[src/rtl/tick_seq_ctrl.sv]
// Run-control sequencer for the decade tick counter: programmable prescaler,
// 0..DIGIT_MAX digit, start/pause/stop control and a valid/ready period port.
module tick_seq_ctrl #(
  parameter int unsigned CNT_W       = 32,
  parameter int unsigned DEFAULT_MAX = 25000000,
  parameter int unsigned DIGIT_MAX   = 9
) (
  input  logic             clk,
  input  logic             reset,
  input  logic             start,
  input  logic             pause,
  input  logic             stop,
  input  logic             cfg_valid,
  input  logic [CNT_W-1:0] cfg_max,
  output logic             cfg_ready,
  output logic             tick,
  output logic [3:0]       digit,
  output logic             wrap,
  output logic [1:0]       state,
  output logic             busy
);

  typedef enum logic [1:0] {
    IDLE  = 2'd0,
    RUN   = 2'd1,
    PAUSE = 2'd2,
    LOAD  = 2'd3
  } state_e;

  state_e             state_q, state_d;
  state_e             ret_q, ret_d;
  logic [CNT_W-1:0]   period_q, period_d;
  logic [CNT_W-1:0]   presc_q, presc_d;
  logic [3:0]         digit_q, digit_d;
  logic               tick_q, tick_d;
  logic               wrap_q, wrap_d;
  logic               busy_q, busy_d;
  logic               cfg_ready_q, cfg_ready_d;
  logic               hs;

  // cfg_ready_q is high exactly in IDLE/PAUSE, so it doubles as the accept gate
  assign hs = cfg_valid & cfg_ready_q;

  always_ff @(posedge clk) begin
    if (reset) begin
      state_q     <= IDLE;
      ret_q       <= IDLE;
      period_q    <= CNT_W'(DEFAULT_MAX);
      presc_q     <= '0;
      digit_q     <= '0;
      tick_q      <= 1'b0;
      wrap_q      <= 1'b0;
      busy_q      <= 1'b0;
      cfg_ready_q <= 1'b1;
    end else begin
      state_q     <= state_d;
      ret_q       <= ret_d;
      period_q    <= period_d;
      presc_q     <= presc_d;
      digit_q     <= digit_d;
      tick_q      <= tick_d;
      wrap_q      <= wrap_d;
      busy_q      <= busy_d;
      cfg_ready_q <= cfg_ready_d;
    end
  end

  always_comb begin
    state_d = state_q;
    ret_d   = ret_q;
    if (stop) begin
      state_d = IDLE;
    end else if (hs) begin
      state_d = LOAD;
      ret_d   = state_q;
    end else begin
      unique case (state_q)
        IDLE:    if (start) state_d = RUN;
        RUN:     if (pause) state_d = PAUSE;
        PAUSE:   if (start && !pause) state_d = RUN;
        LOAD:    state_d = ret_q;
        default: state_d = IDLE;
      endcase
    end
  end

  always_comb begin
    presc_d  = presc_q;
    digit_d  = digit_q;
    period_d = period_q;
    tick_d   = 1'b0;
    wrap_d   = 1'b0;
    if (stop) begin
      presc_d = '0;
      digit_d = '0;
    end else if (hs) begin
      period_d = (cfg_max == '0) ? CNT_W'(1) : cfg_max;
    end else begin
      unique case (state_q)
        IDLE: presc_d = '0;
        // the pause cycle itself still counts, so an expiry here is not lost
        RUN: begin
          if (presc_q == period_q) begin
            presc_d = '0;
            tick_d  = 1'b1;
            if (digit_q == 4'(DIGIT_MAX)) begin
              digit_d = '0;
              wrap_d  = 1'b1;
            end else begin
              digit_d = digit_q + 4'd1;
            end
          end else begin
            presc_d = presc_q + 1'b1;
          end
        end
        LOAD:    presc_d = '0;
        default: ;
      endcase
    end
    busy_d      = (state_d == RUN);
    cfg_ready_d = (state_d == IDLE) || (state_d == PAUSE);
  end

  assign state     = state_q;
  assign busy      = busy_q;
  assign cfg_ready = cfg_ready_q;
  assign tick      = tick_q;
  assign wrap      = wrap_q;
  assign digit     = digit_q;

endmodule
[config.mk]
export PLATFORM = sky130hd
export DESIGN_NAME = tick_seq_ctrl
export DESIGN_NICKNAME = d
export VERILOG_FILES = /design/src/rtl/tick_seq_ctrl.sv
export SDC_FILE = /design/constraint.sdc
export NUM_CORES = 1
export LEC_CHECK = 0
export ABC_AREA = 1
export BUFFER_PORTS_ARGS = -buffer_cell sky130_fd_sc_hd__buf_4
export CORE_UTILIZATION = 53
export CTS_CLUSTER_SIZE = 12
export DETAILED_ROUTE_END_ITERATION = 8
export HOLD_SLACK_MARGIN = 0.15
export PLACE_DENSITY = 0.76
export SLEW_MARGIN = 15
export SYNTH_ARGS = -nofsm -noshare
export SYNTH_HDL_FRONTEND = slang
export SYNTH_SLANG_ARGS = --single-unit
export TNS_END_PERCENT = 100
[constraint.sdc]
create_clock -name clk -period 1.75 [get_ports clk]
set_input_delay 0.0875 -clock clk [delete_from_list [all_inputs] [get_ports clk]]
set_output_delay 0.0875 -clock clk [all_outputs]
set_load 0.01 [all_outputs]
## Yosys cells after proc, flatten, opt, wreduce, memory -nomap -nowiden

Cells that the tools add are included.

- Register bits after elaboration: 76
- Output and inout port bits: 10
- Input port bits: 38
- Logic and storage cells: 49

- Equality and inequality tests: 7
- Multiplexer cells: 12
- Add/subtract/negate cells: 2
- Reductions and logical operators: 14
- Bitwise operators: 5

Operators with widths:

| operator | number |
|---|---|
| $mux W32 | 2 |
| $pmux W32 S2 | 1 |
| $add A32 B1 Y32 const B | 1 |
| $eq A32 B32 Y1 | 1 |
| $logic_not A32 Y1 | 1 |
| $mux W2 | 5 |
| $pmux W2 S4 | 1 |
| $eq A2 B2 Y1 const B | 3 |
| $reduce_or A5 Y1 | 1 |
| $add A4 B1 Y4 const B | 1 |
| $eq A2 B1 Y1 const B | 2 |
| $eq A4 B4 Y1 const B | 1 |
| $logic_not A2 Y1 | 2 |
| $mux W4 | 1 |
| $not A1 Y1 | 4 |
| $reduce_and A2 Y1 | 2 |
| $reduce_or A2 Y1 | 2 |
| $reduce_or A4 Y1 | 1 |
| $reduce_and A3 Y1 | 1 |
| $mux W1 | 2 |
| $reduce_bool A2 Y1 | 1 |
| $and A1 B1 Y1 | 1 |
| $logic_and A1 B1 Y1 | 1 |
| $logic_not A1 Y1 | 1 |
| $logic_or A1 B1 Y1 | 1 |

## Logic depth before layout (Yosys ltp)

- Word-level depth: 8
- Depth in mapped cells: 13
- Gate-level depth less buffers: 12

## Worst setup path before layout

Ideal clock, no wire load.

- Kind: register to register
- Start point: reg state_q[0] (netlist: state[0])
- End point: reg presc_q[31]
- Path buffers: 0
- Required time: 1634 ps
- Path slack: -50 ps
- Arrival: 1684 ps
- Library setup time: 116 ps
- Clock period less this slack: 1800 ps
- Stages on the path, launching flop included: 9
- Cells stage by stage: dfxtp_1 > inv_1 > ha_1 > nor2_4 > inv_2 > nor3_4 > nand4_1 > xor2_1 > nor2_2

- Cells in the longest elaborated chain, start to end: 4
- Elaborated cells between the ends (all ways): 7
- Classes of those cells: eq/ne: 2; mux: 1; reduce/logical: 4

Ends and longest elaborated chain:

| item | RTL line | RTL |
|---|---|---|
| start, declared | 30 | `state_e state_q, state_d;` |
| start signal, assigned | 56 | `state_q <= state_d;` |
| $eq A2 B2 Y1 or $logic_not A2 Y1 (tied branches) | 99 | `unique case (state_q)` |
| $reduce_or A2 Y1 (no line) | n/a |  |
| $reduce_bool A2 Y1 (no line) | n/a |  |
| $reduce_and A2 Y1 (no line) | n/a |  |
| end signal, assigned | 59 | `presc_q <= presc_d;` |
| end, declared | 33 | `logic [CNT_W-1:0] presc_q, presc_d;` |

Parallel ways exist; a longest one is shown, timed or not.
A chain may end at the register's enable or synchronous reset.

## Final worst setup path

- Start point: reg presc_q[20]
- End point: reg presc_q[10]

- Cells in the longest elaborated chain, start to end: 3

Ends and longest elaborated chain:

| item | RTL line | RTL |
|---|---|---|
| $eq A32 B32 Y1 | 103 | `if (presc_q == period_q) begin` |
| $mux W32 | 103 |  |
| $pmux W32 S2 | 99 |  |

No other way between the ends.

==> metrics.md <==
| Metric | Value |
|---|---|
| Clock Pin Slew Worst Setup and Hold Paths | `90 ps` |
| Tot Pwr | `3940 uW` |
| Area grow syn2layout | `29.8%` |
| Drt total wl | `12100 um` |
| Post-synth EDFFs | `0` |
| Most used cell along the critical path | `nand2_1` |
| Synth Register Bits | `76` |
| Seq/Total Area, Yosys | `36.3%` |
| Data arrival, critical path | `1930 ps` |
| Setup slack, reg-to-reg | `60 ps` |
| Final Worst Setup Slack | `63.4 ps` |
| Startpoint types | `flip-flop` |
| Hpwl dp | `8430 um` |
| Gp weighted congestion | `0.996` |
| Max Root-Sink Buffers | `2` |
| Global-route wire length before repair | `19800 um` |
| Count of cell types in the netlist | `36` |
| Total CTS buffers | `9` |
| Pleak | `0.00220 uW` |
| Setup_tns | `0 ps` |
| Initial antenna violation count | `0` |
| Peak VDD IR | `0.425 mV` |
| Hold crit path type | `primary input to flip-flop` |
| Critical path fanouts, max | `4` |
| Die ar. | `8260 um2` |
| Crit path max-delay cell type | `dfxtp_1` |
| RSZ-0062 raised after global routing | `yes` |
| Crit-path cells | `nand2_1, nand2_1, nand2_1, nor2_1, nand2_1, nor2_4, nand2_4, nand2_4, nand2_4, inv_1, nor2_1` |
| PortBufs | `47` |
| Mean post-synth cell area | `6.84 um2` |
| Final Skew | `10.1 ps` |
| Violation count after the first detailed-route iteration | `351` |
| Congestion Overflow GR | `0` |
| Critical Path Max Stage Delay | `480 ps` |
| Gate Count Post-Synth | `612` |
| Pin count of the biggest net entering global routing | `45` |
| CP top delay family | `simple AND/OR/NAND/NOR gates` |
| Pwr/cell area | `725 nW/um2` |
| Width of the die | `90.9 um` |
| Top_reg_cell synth | `dfxtp_1` |
| DRT antenna net count | `0` |
| Syn nets | `656` |
| FFs w/ async S/R, synth | `0%` |
| Worst Path Required | `1990 ps` |
| Setup Viol. Count Final | `0` |
| ANT cells | `0` |
| Placed cell count | `767` |
| Worst setup EP type | `flip-flop` |
| Pre-CTS setup slack | `28.3 ps` |
| Post-route DRC | `0` |
| Clk root buf | `clkbuf_8` |
| H-Tree Depth | `3` |
| Layout cells sized above 1 | `20.0%` |
| Vias in the first global route | `4217` |
| CTS sink count | `76` |
| Max Freq | `0.593 GHz` |
| WL/cell | `14.7 um` |
| GRT Overall Usage | `30.3%` |
| Warnings, synthesis | `0` |
| Final hold violation count | `0` |
| Synth top cells by count | `nand2_1, inv_1, dfxtp_1` |
| Post-synth design cell area | `4190 um2` |
| Via density | `5.30` |
| Crit Path Category | `flip-flop to flip-flop` |
| Pre-antenna DRT Iters | `6` |
| Max-cap violation count | `0` |
| Most numerous cell in the Yosys netlist | `nand2_1` |
| Clk Latency, worst-skew pair | `360 ps` |
| Largest area contributor in the netlist | `dfxtp_1` |
| Post-route insts no fill | `821` |
| Initial Util | `54.5%` |
| Die height | `90.9 um` |
| Buf/Inv on CP | `1` |
| Top-Level Pins | `48` |
| Fin crit period | `1690 ps` |
| Slew HR | `58.0%` |
| Final Max Slew Viols | `0` |
| Core Box Area | `7690 um2` |
| Slew @ Worst Pin | `629 ps` |
| Number of vias in the routed layout | `4349` |
| TritonCTS clock tree | `yes` |
| Top cells by area, synth | `dfxtp_1, nand2_1, inv_1` |
| Outcome | `finished clean` |
| Fin nets | `758` |
| Site Rows | `32` |
| Tcrit/Tclk final | `96.4%` |
| Post-synth top area share | `36.3%` |
-- routing by layer --
metal | up-vias | global-route usage (%) | part of all wire [%]
met2 | 195 | 49.2 | 46
met1 | 1969 | 39.1 | 44
met3 | 35 | 4.46 | 7.6
li1 | 2150 | - | -
met4 | 0 | 14.9 | 3.0
met5 | - | 0 | 0
-- metrics by stage --
stage                     util (%)  hold slack (ps)  area [um2]
after CTS                     69.3              182        5320
final                         70.7              206        5430
after detailed placement      61.7              317        4740
after global routing          70.7              230        5430
after global placement        61.7              315        4740
after floorplan                  -              187        4190
-- worst min-delay path, delay by kind of cell --
kind          cells  cell delay, ps
simple gates      3             150
buf+inv           2             290
-- final timing paths --
kind                     from           to  depth (start not counted)
setup / recovery  presc_q[20]  presc_q[10]                         11
hold / removal           stop     digit[1]                          5
setup reg to reg  presc_q[20]  presc_q[10]                         11
hold reg to reg   period_q[6]  period_q[6]                          2
-- registers in the layout (all words and copies together), names as in the netlist --
register	flops
digit	4
tick	1
presc_q	32
busy	1
period_q	32
cfg_ready	1
state	2
ret_q	2
wrap	1
-- kinds of logic after synthesis --
group                    count (synthesis)  share of synthesized area, %
AND/OR/NAND/NOR                        297                          32.2
buffers and inverters                   98                          9.35
AO/OA/AOI/OAI                           97                          12.1
flip-flops                              76                          36.3
XOR/XNOR                                38                          8.13
adder cells (fa/ha/maj)                  6                          1.79
-- placed cells by master, fill, tap and decap left out, drive strengths merged --
cell         count
o311ai           2
or2              1
o21ai           45
a31oi            1
nand3           29
dfxtp           76
xnor2           26
a21oi           43
dlygate4sd3     35
nand3b           4
ha               6
and2             1
nand4           15
buf             68
xor2            12
o31ai            2
clkinvlp         2
o21bai           1
nand2          147
bufinv           2
inv             87
o22ai            2
o221ai           1
clkbuf          10
nor3            15
nor2            86
-- cell type report --
class,instances,area [um2]
Timing Repair Buffer,103,861
Inverter,85,319
Fill cell,606,2250
Tap cell,102,128
Clock buffer,10,138
Clock inverter,6,95.1
Multi-Input combinational cell,439,2360
Sequential cell,76,1540
-- where the power goes --
group	total, uW	internal, uW	switching (uW)	leakage, uW
clock network	1600	858	746	0.000111
logic	490	227	263	0.00147
registers	1850	1790	56.6	0.000625
-- timing repair --
| item | CTS | global route |
|---|---|---|
| setup buffers | 0 | 2 |
| gates resized for setup | 0 | 32 |
| endpoints found under the setup margin | 0 | 36 |
| hold buffers | 35 | 0 |
| endpoints found under the hold margin | 35 | 0 |
Power figures use the tool's default switching activity.
